$ cat config.mk
export PLATFORM = sky130hd
export DESIGN_NAME = data_break_arbiter_flat
export DESIGN_NICKNAME = d
export VERILOG_FILES = /design/src/rtl/data_break_arbiter_pkg.sv /design/src/rtl/data_break_arbiter_if.sv /design/src/rtl/data_break_arbiter_rr_pick.sv /design/src/rtl/data_break_arbiter.sv /design/src/flat_wrapper.sv
export SDC_FILE = /design/constraint.sdc
export NUM_CORES = 1
export LEC_CHECK = 0
export ABC_AREA = 1
export BUFFER_PORTS_ARGS = -buffer_cell sky130_fd_sc_hd__buf_2
export CORE_UTILIZATION = 35
export DETAILED_ROUTE_END_ITERATION = 16
export PLACE_DENSITY = 0.62
export SETUP_SLACK_MARGIN = 0.5
export SYNTH_ARGS = -nofsm -noshare
export SYNTH_HDL_FRONTEND = slang
export SYNTH_SLANG_ARGS = --single-unit
$ cat constraint.sdc
create_clock -name clk -period 3.95 [get_ports clk]
set_clock_uncertainty 0.05 [all_clocks]
set_input_delay 0.395 -clock clk [delete_from_list [all_inputs] [get_ports clk]]
set_output_delay 0.395 -clock clk [all_outputs]
set_load 0.1 [all_outputs]
$ cat src/rtl/data_break_arbiter_pkg.sv
// Shared constants, FSM encoding and small helpers for the data-break arbiter.
package data_break_arbiter_pkg;

  localparam int NREQ_DFLT    = 4;
  localparam int TIMEOUT_DFLT = 255;
  localparam int PTR_W        = 2;
  localparam int ADDR_W       = 15;
  localparam int WCNT_W       = 8;

  typedef enum logic [1:0] {
    ST_IDLE = 2'd0,
    ST_REQ  = 2'd1,
    ST_BRK  = 2'd2,
    ST_DONE = 2'd3
  } dba_state_e;

  // Increment that sticks at all-ones so the wait counter can never wrap.
  function automatic logic [WCNT_W-1:0] sat_inc(input logic [WCNT_W-1:0] v);
    logic [WCNT_W-1:0] r;
    r = (v == {WCNT_W{1'b1}}) ? v : v + WCNT_W'(1);
    return r;
  endfunction

  // Index of the set bit in a one-hot vector (bit 0 is device 0).
  function automatic logic [PTR_W-1:0] onehot_to_idx(input logic [0:NREQ_DFLT-1] oh);
    logic [PTR_W-1:0] r;
    r = {PTR_W{1'b0}};
    for (int i = 0; i < NREQ_DFLT; i++) begin
      r = r | ({PTR_W{oh[i]}} & PTR_W'(i));
    end
    return r;
  endfunction

endpackage

$ cat src/rtl/data_break_arbiter_if.sv
// Requester / state-machine side bundle of the data-break arbiter.
interface data_break_arbiter_if;
  import data_break_arbiter_pkg::*;

  logic [0:NREQ_DFLT-1]        req;
  logic [0:NREQ_DFLT*ADDR_W-1] req_addr;
  logic [0:NREQ_DFLT-1]        req_to_mem;
  logic                        break_in_prog;
  logic                        data_break;
  logic                        to_disk;
  logic [0:ADDR_W-1]           dmaAddr;
  logic [0:NREQ_DFLT-1]        grant;
  logic [0:NREQ_DFLT-1]        done;
  logic                        err;

  modport master (
    output req, req_addr, req_to_mem, break_in_prog,
    input  data_break, to_disk, dmaAddr, grant, done, err
  );

  modport slave (
    input  req, req_addr, req_to_mem, break_in_prog,
    output data_break, to_disk, dmaAddr, grant, done, err
  );

endinterface

$ cat src/rtl/data_break_arbiter_rr_pick.sv
// Combinational round-robin selector: first requester at or after ptr wins.
module data_break_arbiter_rr_pick
  import data_break_arbiter_pkg::*;
#(
  parameter int NREQ = NREQ_DFLT
) (
  input  logic [0:NREQ-1]  req,
  input  logic [PTR_W-1:0] ptr,
  output logic [0:NREQ-1]  gnt,
  output logic             valid
);

  logic [PTR_W-1:0] idx_s;

  // Scan devices in ptr order; only the first requester seen gets the grant.
  always_comb begin
    gnt   = '0;
    valid = 1'b0;
    idx_s = ptr;
    for (int i = 0; i < NREQ; i++) begin
      idx_s      = ptr + PTR_W'(i);
      gnt[idx_s] = req[idx_s] & ~valid;
      valid      = valid | req[idx_s];
    end
  end

endmodule

$ cat src/rtl/data_break_arbiter.sv
// Data-break arbiter: shares the state machine's break cycle among four
// DMA devices with round-robin fairness, a stall timeout and a CLEAR abort.
module data_break_arbiter
  import data_break_arbiter_pkg::*;
#(
  parameter int NREQ    = NREQ_DFLT,
  parameter int TIMEOUT = TIMEOUT_DFLT
) (
  input  logic                 clk,
  input  logic                 reset,
  input  logic                 clear,
  data_break_arbiter_if.slave  bus
);

  localparam logic [WCNT_W-1:0] TIMEOUT_C = WCNT_W'(TIMEOUT);

  dba_state_e        state_r;
  logic [PTR_W-1:0]  ptr_r;
  logic [PTR_W-1:0]  win_r;
  logic [WCNT_W-1:0] wait_cnt_r;
  logic              clear_pend_r;
  logic              data_break_r;
  logic              to_disk_r;
  logic [0:ADDR_W-1] dma_addr_r;
  logic [0:NREQ-1]   grant_r;
  logic [0:NREQ-1]   done_r;
  logic              err_r;

  logic [0:NREQ-1]   pick_gnt_s;
  logic              pick_valid_s;
  logic [PTR_W-1:0]  pick_idx_s;
  logic [0:ADDR_W-1] addr_sel_s;
  logic              dir_sel_s;
  logic [WCNT_W-1:0] wait_next_s;

  data_break_arbiter_rr_pick #(.NREQ(NREQ)) u_rr_pick (
    .req   (bus.req),
    .ptr   (ptr_r),
    .gnt   (pick_gnt_s),
    .valid (pick_valid_s)
  );

  assign pick_idx_s  = onehot_to_idx(pick_gnt_s);
  assign dir_sel_s   = bus.req_to_mem[pick_idx_s];
  assign wait_next_s = sat_inc(wait_cnt_r);

  // Route the winning device's 15-bit address slot to the latch input.
  always_comb begin
    addr_sel_s = '0;
    case (pick_idx_s)
      2'd0:    addr_sel_s = bus.req_addr[0:14];
      2'd1:    addr_sel_s = bus.req_addr[15:29];
      2'd2:    addr_sel_s = bus.req_addr[30:44];
      2'd3:    addr_sel_s = bus.req_addr[45:59];
      default: addr_sel_s = '0;
    endcase
  end

  // Arbitration FSM with all outputs registered.
  always_ff @(posedge clk) begin
    if (reset) begin
      state_r      <= ST_IDLE;
      ptr_r        <= '0;
      win_r        <= '0;
      wait_cnt_r   <= '0;
      clear_pend_r <= 1'b0;
      data_break_r <= 1'b0;
      to_disk_r    <= 1'b0;
      dma_addr_r   <= '0;
      grant_r      <= '0;
      done_r       <= '0;
      err_r        <= 1'b0;
    end else begin
      case (state_r)
        ST_IDLE: begin
          wait_cnt_r <= '0;
          if (clear) begin
            err_r <= 1'b0;
          end else if (pick_valid_s) begin
            state_r      <= ST_REQ;
            grant_r      <= pick_gnt_s;
            win_r        <= pick_idx_s;
            dma_addr_r   <= addr_sel_s;
            to_disk_r    <= dir_sel_s;
            data_break_r <= 1'b1;
          end
        end
        ST_REQ: begin
          if (clear) begin
            // Abort before the memory cycle starts; ptr is left alone.
            state_r      <= ST_IDLE;
            data_break_r <= 1'b0;
            grant_r      <= '0;
            err_r        <= 1'b0;
            wait_cnt_r   <= '0;
          end else if (bus.break_in_prog) begin
            state_r      <= ST_BRK;
            data_break_r <= 1'b0;
          end else if (wait_next_s >= TIMEOUT_C) begin
            // Stalled: give up on this device and move ptr past it.
            state_r      <= ST_IDLE;
            data_break_r <= 1'b0;
            grant_r      <= '0;
            err_r        <= 1'b1;
            ptr_r        <= win_r + PTR_W'(1);
            wait_cnt_r   <= '0;
          end else begin
            wait_cnt_r <= wait_next_s;
          end
        end
        ST_BRK: begin
          // The memory cycle is never cut short; remember CLEAR for later.
          if (clear) begin
            clear_pend_r <= 1'b1;
          end
          if (!bus.break_in_prog) begin
            state_r <= ST_DONE;
            done_r  <= grant_r;
          end
        end
        ST_DONE: begin
          state_r      <= ST_IDLE;
          done_r       <= '0;
          grant_r      <= '0;
          ptr_r        <= win_r + PTR_W'(1);
          clear_pend_r <= 1'b0;
          if (clear || clear_pend_r) begin
            err_r <= 1'b0;
          end
        end
        default: begin
          state_r      <= ST_IDLE;
          data_break_r <= 1'b0;
          grant_r      <= '0;
          done_r       <= '0;
          clear_pend_r <= 1'b0;
          wait_cnt_r   <= '0;
        end
      endcase
    end
  end

  assign bus.data_break = data_break_r;
  assign bus.to_disk    = to_disk_r;
  assign bus.dmaAddr    = dma_addr_r;
  assign bus.grant      = grant_r;
  assign bus.done       = done_r;
  assign bus.err        = err_r;

endmodule

$ cat src/flat_wrapper.sv
// flat-port wrapper written by rule: the top's interface ports become plain ports
module data_break_arbiter_flat import data_break_arbiter_pkg::*;
#(
  parameter int NREQ    = NREQ_DFLT,
  parameter int TIMEOUT = TIMEOUT_DFLT
)
  (clk, reset, clear, bus_req, bus_req_addr, bus_req_to_mem, bus_break_in_prog, bus_data_break, bus_to_disk, bus_dmaAddr, bus_grant, bus_done, bus_err);
  data_break_arbiter_if bus_i ();
  input  logic clk;
  input  logic reset;
  input  logic clear;
  input wire logic [$bits(bus_i.req)-1:0] bus_req;
  input wire logic [$bits(bus_i.req_addr)-1:0] bus_req_addr;
  input wire logic [$bits(bus_i.req_to_mem)-1:0] bus_req_to_mem;
  input wire logic [$bits(bus_i.break_in_prog)-1:0] bus_break_in_prog;
  output wire logic [$bits(bus_i.data_break)-1:0] bus_data_break;
  output wire logic [$bits(bus_i.to_disk)-1:0] bus_to_disk;
  output wire logic [$bits(bus_i.dmaAddr)-1:0] bus_dmaAddr;
  output wire logic [$bits(bus_i.grant)-1:0] bus_grant;
  output wire logic [$bits(bus_i.done)-1:0] bus_done;
  output wire logic [$bits(bus_i.err)-1:0] bus_err;
  assign bus_i.req = bus_req;
  assign bus_i.req_addr = bus_req_addr;
  assign bus_i.req_to_mem = bus_req_to_mem;
  assign bus_i.break_in_prog = bus_break_in_prog;
  assign bus_data_break = bus_i.data_break;
  assign bus_to_disk = bus_i.to_disk;
  assign bus_dmaAddr = bus_i.dmaAddr;
  assign bus_grant = bus_i.grant;
  assign bus_done = bus_i.done;
  assign bus_err = bus_i.err;
  data_break_arbiter #(.NREQ(NREQ), .TIMEOUT(TIMEOUT)) u_core (.clk(clk), .reset(reset), .clear(clear), .bus(bus_i));
endmodule
==> results.md, run 1 <==
- Seq cells post-synth: between 40 and 50
- Die height: 95.1 um
- HP Class: input pin to flop
- Gate Count Post-Synth: 467
- Worst Setup End Kind: flop
- Slew margin rel.: around half
- Post-placement setup slack: 1.05 ns
- Vias/cell: a little under 5
- Area of the multi-input gates: 0.00188 sq mm
- Largest family of logic cells by synthesized area: simple AND/OR/NAND/NOR gates
- Critical Path AT: 3.06 ns
- Worst Tran Pin Value: 0.729 ns
- Adder-cell share of the synthesized area: 3.30%
- Max Root-Sink Buffers: 2
- Area Growth Syn to Fin: 20.6%
- DRC errors left: 0
- Sequential share of the synthesized area: a little over a quarter
- DIE WIDTH: 95.1 um
- Worst hold endpoint: u_core.clear_pend_r
- Total track usage: a little under a fifth
- Mapped Area: 0.00303 sq mm
- Worst hold stages: 3
- # H-tree levels: 2
- Max Slew Vio Count: 0
- Core Util, Final: 44.1%
- CTS tree: done
- Setup violations, final: 0
- Area leader, netlist: dfxtp_1
- Antenna violations before repair: 0
- Endpoints failing hold: 0
- Most common cell in the netlist: nand2_1
- Period utilisation layout: 74.2%
- R2R cell count: 14
- Syn Nets: 547
- PortBufs: 97
- Die area: 0.00904 sq mm
- DRT antenna net count: 0
- Syn. warnings: 0
- DRT iter0 DRCs: 161
- DP Wirelength: 6.64 mm
- Xor-xnor portion of the synthesized cell area: 1.73%
- Starting Density: 36.5%
- Hold Startpoint: clear
- Peak supply drop: 129 uV
- Hold slack: 0.325 ns
- Pwr dens: 372 mW/mm^2
- Cell Rows: 33
- Largest net degree at the start of global routing: 33
- GRT Residual Overflow: 0
- Register Area: 821 sq um
- FF-to-FF End: u_core.bus.dmaAddr[10]
- Initial DRT Pass Iterations: 4
- Clock slew seen by the registers of the worst setup and hold paths: 0.08 ns
- Synth cell types: 33
- Status: finished, final reports clean
- Clock Latency Late Sink: a little under 0.3 ns
- Synth top area share: 27.1%
- Simple-gate share of the synthesized area: a little over two fifths
- Compound-Gate Fraction of Synth Area: 13.8%
- Post-CTS setup buffers: 0
- Slack of the critical path: 1.02 ns
- RSZ-0062 raised after global routing: no
- Clk sink count: just over 40
- Tot Pwr: between 1 and 1.5 mW
- Vias in the first global route: around 2,800
- Post-CTS resize count: 0
- Mux contribution to synthesized area: 0%
- Required @ worst endpoint: 4.08 ns
- Reg-to-reg critical path startpoint: u_core.ptr_r[0]
- Root buffer cell: clkbuf_8
- Commonest cells post-synth: nand2_1 (138), nand3_1 (68), inv_1 (52)
- Final GP Congestion: 0.896
- Fillcell total: 870
- I/O pin count: 98
- Max-cap violation count: 0
- Main synth FF type: dfxtp_1
- # hold bufs at CTS: 0
- Critical-path maximum fanout: 23
- R2R Setup Slk: 1.02 ns
- Fmax achieved: 341 MHz
- Vias post-DR: roughly 3,200
- Setup crit start kind: flop
- Core Area: 0.00830 sq mm
- Fraction of registers with async set/reset: 0%
- LEAKAGE: 1.85 nW
- Layout cells sized above 1: 28.0%
- First-pass GRT wire length: 13.5 mm
- Top cells by area, synth: dfxtp_1 (27%), nand2_1 (17%), nand3_1 (11%)
- Period minus WS final: 2.93 ns
- DRT Wirelength: 8.60 mm
- CTS Buf Count: 5
- Kind of critical path: flop to flop
- Routed len/inst: 13.0 um
- Avg Synthesized Cell Area: between 6 and 7 sq um
- N_diodes: 0
- Post-synth EDFFs: 0
- Nets@finish: roughly 640
- Final setup TNS: 0 ns
[how the worst max path moves through the flow]
stage	from	end	slack (ns)	cells after the start
2_1_floorplan	u_core.ptr_r[0]	u_core.bus.dmaAddr[1]	1.56	16
5_1_grt	u_core.ptr_r[0]	u_core.bus.dmaAddr[10]	0.80	14
3_5_place_dp	u_core.ptr_r[0]	u_core.bus.dmaAddr[14]	1.05	14
4_1_cts	u_core.ptr_r[0]	u_core.bus.dmaAddr[14]	1.05	14
3_3_place_gp	u_core.ptr_r[0]	u_core.bus.dmaAddr[10]	1.17	14
6_report	u_core.ptr_r[0]	u_core.bus.dmaAddr[10]	1.02	14
[per-layer routing]
layer	routed length, um	track usage, %
met4	129	4.80
met1	3940	26.5
met3	341	3.11
met2	4190	29.9
met5	0	0
[where the power goes]
| part | internal (mW) | total [mW] | leakage (nW) | switching, mW |
|---|---|---|---|---|
| sequential | 0.444 | 0.469 | 0.335 | 0.0254 |
| clock | 0.206 | 0.354 | 0.0585 | 0.148 |
| combinational | 0.134 | 0.537 | 1.46 | 0.402 |
| total | 0.784 | 1.36 | 1.85 | 0.575 |
[sequential cells by signal (all words and copies together) (netlist names), named ones only]
name	count
u_core.bus.to_disk	1
u_core.bus.done	4
u_core.bus.data_break	1
u_core.state_r	1
u_core.win_r	2
u_core.bus.grant	4
u_core.bus.err	1
u_core.bus.dmaAddr	15
u_core.wait_cnt_r	8
u_core.clear_pend_r	1
u_core.ptr_r	2
[stage by stage]
stage                     std cells  area (sq um)
after floorplan                 467          3030
after global placement          655          3540
after detailed placement        655          3540
after CTS                       663          3660
after global routing            663          3660
final                           663          3660
[cell usage in the layout, fill, tap and decap left out, drive strengths merged]
cell and n:
a21oi 42, bufinv 1, ha 8, o22ai 1, xnor2 2, nor2 26
buf 98, nand3 82, nand4 2, dfxtp 41, o31ai 1, clkbuf 7
o211ai 2, inv 57, o21ai 29, nand2 152, xor2 4, or2 2
and2 1
[layout make-up]
| cell class | instances | share of cell area (%) |
|---|---|---|
| inverters | 57 | 5.85 |
| multi-input cells | 354 | 51.4 |
| clock buffers | 7 | 2.36 |
| clock inverters | 1 | 0.821 |
| well taps | 105 | 3.59 |
| repair buffers | 98 | 13.5 |
| flip-flops and latches | 41 | 22.5 |
[critical path, stage by stage (launching register included)]
cell and delay, ns:
dfxtp_1 0.53, inv_2 0.18, ha_1 0.37, inv_1 0.09
nand3_1 0.10, nand2_1 0.11, nand2_4 0.11, inv_2 0.05
nand3_1 0.09, nand2_2 0.10, nor2_8 0.30, nand3_4 0.27
or2_2 0.35, nand2_1 0.07, a21oi_1 0.05
[cell families (layout without fill, tap and decap cells)]
family / Yosys count / after routing
buf+inv: 72 / 163
flops: 41 / 41
xor+xnor: 6 / 6
fa+ha+maj: 8 / 8
simple gates: 265 / 265
compound gates: 75 / 75
(Power assumes the default switching activity.)
==> run 2: changes to the inputs <==
Clock period 3.95 ns to 2.7 ns, I/O delays scaled along.
==> run 2 against run 1 <==
  * Register-to-register slack got worse by 0.64 ns
  * Core utilization rose by 9.2 points
  * Via count rose by 13%
  * Critical path type unchanged
  * Maximum frequency rose by 27%
  * Total power rose by 62%
  * Highest routed layer unchanged
  * Count of clock-buffer cells in the layout did not move
==> results.md, run 2 (same netlist as run 1, synthesis figures left out) <==
- Status: finished, final reports clean
- Vias in the first global route: 3,220
- Int Pwr: 1.22 mW
- Most frequent cells in the layout: nand2_1 (122), buf_2 (97), nand3_1 (52)
- Routed len/inst: 15.0 um
- Post-placement setup slack: 0.175 ns
- Final GP Congestion: 0.897
- Worst Tran Pin Value: 0.511 ns
- Sequential power share: 30.9%
- DRC errors left: 0
- Nets@finish: 674
- Most common cell after layout, fill and taps aside: nand2_1
- DRT iter0 DRCs: 363
- Slack of the critical path: 0.383 ns
- DRT Wirelength: 10.5 mm
- Die area: 0.00904 sq mm
- Critical path buffers and inverters: 3
- Critical Path AT: 2.51 ns
- Layout cells sized above 1: 42.5%
- Endpoints failing hold: 0
- Clock slew seen by the registers of the worst setup and hold paths: 0.09 ns
- Required @ worst endpoint: 2.89 ns
- PortBufs: 97
- CTS tree: done
- Clock Power Share: between 20% and 30%
- Cell Rows: 33
- Peak supply drop: 212 uV
- Setup crit start kind: flop
- Period minus WS final: 2.32 ns
- Max Slew Vio Count: 0
- Vias/cell: 5.23
- Switching share of power: 44.3%
- Fmax achieved: 432 MHz
- Period utilisation layout: 85.8%
- CTS Buf Count: 5
- Total track usage: 20.8%
- Comb pwr share: 46.1%
- Pwr dens: 497 mW/mm^2
- Crit path max-delay family: simple AND/OR/NAND/NOR gates
- Kind of critical path: flop to flop
- Critical-path maximum fanout: 11
- Largest net degree at the start of global routing: 23
- DIE WIDTH: 95.1 um
- First-pass GRT wire length: 14.8 mm
- Worst path cell trace: inv_8, ha_2, inv_1, nor2_1, nand3_4, nand2_4, nor2_8, buf_12, nand2_8, nand3_1, nand3_1, nand2_1, a21oi_2
- Initial DRT Pass Iterations: 5
- Core Area: slightly above 0.008 sq mm
- I/O pin count: between 90 and 100
- Max-cap violation count: 0
- Starting Density: around 37%
- Die height: 95.1 um
- LEAKAGE: ~2.2 nW
- Setup violations, final: 0
- Sw power: 0.974 mW
- RSZ-0062 raised after global routing: yes
- # H-tree levels: 2
- CP max-delay cell: dfxtp_4
- # hold bufs at CTS: 0
- DRT antenna net count: 0
- Worst Setup End Kind: flop
- Vias post-DR: 3,658
- Root buffer cell: clkbuf_8
- Final setup TNS: 0 ns
- Clock Latency Late Sink: ~0.3 ns
- HP Class: input pin to flop
- GRT Residual Overflow: 0
- Clk sink count: 41
- Hold slack: between 0.15 and 0.2 ns
- DP Wirelength: ~6.5 mm
- N_diodes: 0
- CP peak stage delay: 0.38 ns
- Area Growth Syn to Fin: 45.8%
- Slew margin rel.: 66.1%
- Largest register FFs: 15
- Fillcell total: 762
- Antenna violations before repair: 0
- Max Root-Sink Buffers: 2
- Worst path most repeated cell: nand3_1
- Tot Pwr: 2.20 mW
==> run 2: changes by cell type in the layout (fill, tap and decap cells not counted), sizes merged <==
cell	before	now
buf	98	127
nand2	152	155
nand3	82	85
clkbuf	7	9
bufinv	1	0
clkinvlp	0	1
==> run 2: what timing repair did <==
action,4_1_cts,5_1_grt
setup endpoints to repair,29,34
cloned,2,6
resized for setup,22,79
setup buffers,14,11
endpoints found under the hold margin,0,0
pin swaps,5,38
==> run 2: final cells by class <==
type                            instances  area [sq um]  share of cell area, %
Multi-Input combinational cell        360          2270                   51.4
Timing Repair Buffer                  129           840                   19.0
Sequential cell                        41           831                   18.8
Inverter                               57           231                   5.24
Tap cell                              105           131                   2.97
Clock buffer                            7           108                   2.43
Clock inverter                          1          7.51                  0.170
==> run 2: layer usage <==
| layer | track usage (%) | routed length [um] | vias to the layer above |
|---|---|---|---|
| met4 | 7.20 | 301 | 0 |
| met5 | 0 | 0 | - |
| met2 | 35.2 | 5120 | 182 |
| met1 | 26.2 | 4260 | 1658 |
| met3 | 4.07 | 802 | 38 |
| li1 | - | - | 1780 |
==> run 2: power by group through the flow <==
stage | combinational, mW | clock [mW] | sequential, mW
2_1_floorplan | 0.387 | 0 | 0.950
3_3_place_gp | 0.790 | 0 | 0.693
3_5_place_dp | 0.796 | 0 | 0.693
4_1_cts | 0.870 | 0.516 | 0.678
5_1_grt | 1.08 | 0.541 | 0.685
6_report | 1.01 | 0.506 | 0.679
==> run 2: worst register-to-register path: cells and delay by family, from the launching register on <==
kind                       cells  cell delay [ns]
AOI/OAI and AO/OA              1             0.14
buffers and inverters          3             0.36
and+or+nand+nor                8             1.10
DFF                            1             0.38
adders and majority gates      1             0.25
==> run 2: worst paths after layout <==
check / startpoint / to / slack (ns) / cells after the start
max: u_core.ptr_r[0] / u_core.bus.dmaAddr[11] / 0.38 / 13
max reg2reg: u_core.ptr_r[0] / u_core.bus.dmaAddr[11] / 0.38 / 13
min: clear / u_core.clear_pend_r / 0.17 / 3
min reg2reg: u_core.bus.err / u_core.bus.err / 0.41 / 2
==> run 2: per-stage QoR <==
step,util [%],instances,area (sq um)
2_1_floorplan,-,467,3050
3_3_place_gp,43.3,659,3590
3_5_place_dp,43.3,659,3590
4_1_cts,47.6,683,3950
5_1_grt,53.3,700,4420
6_report,53.3,700,4420
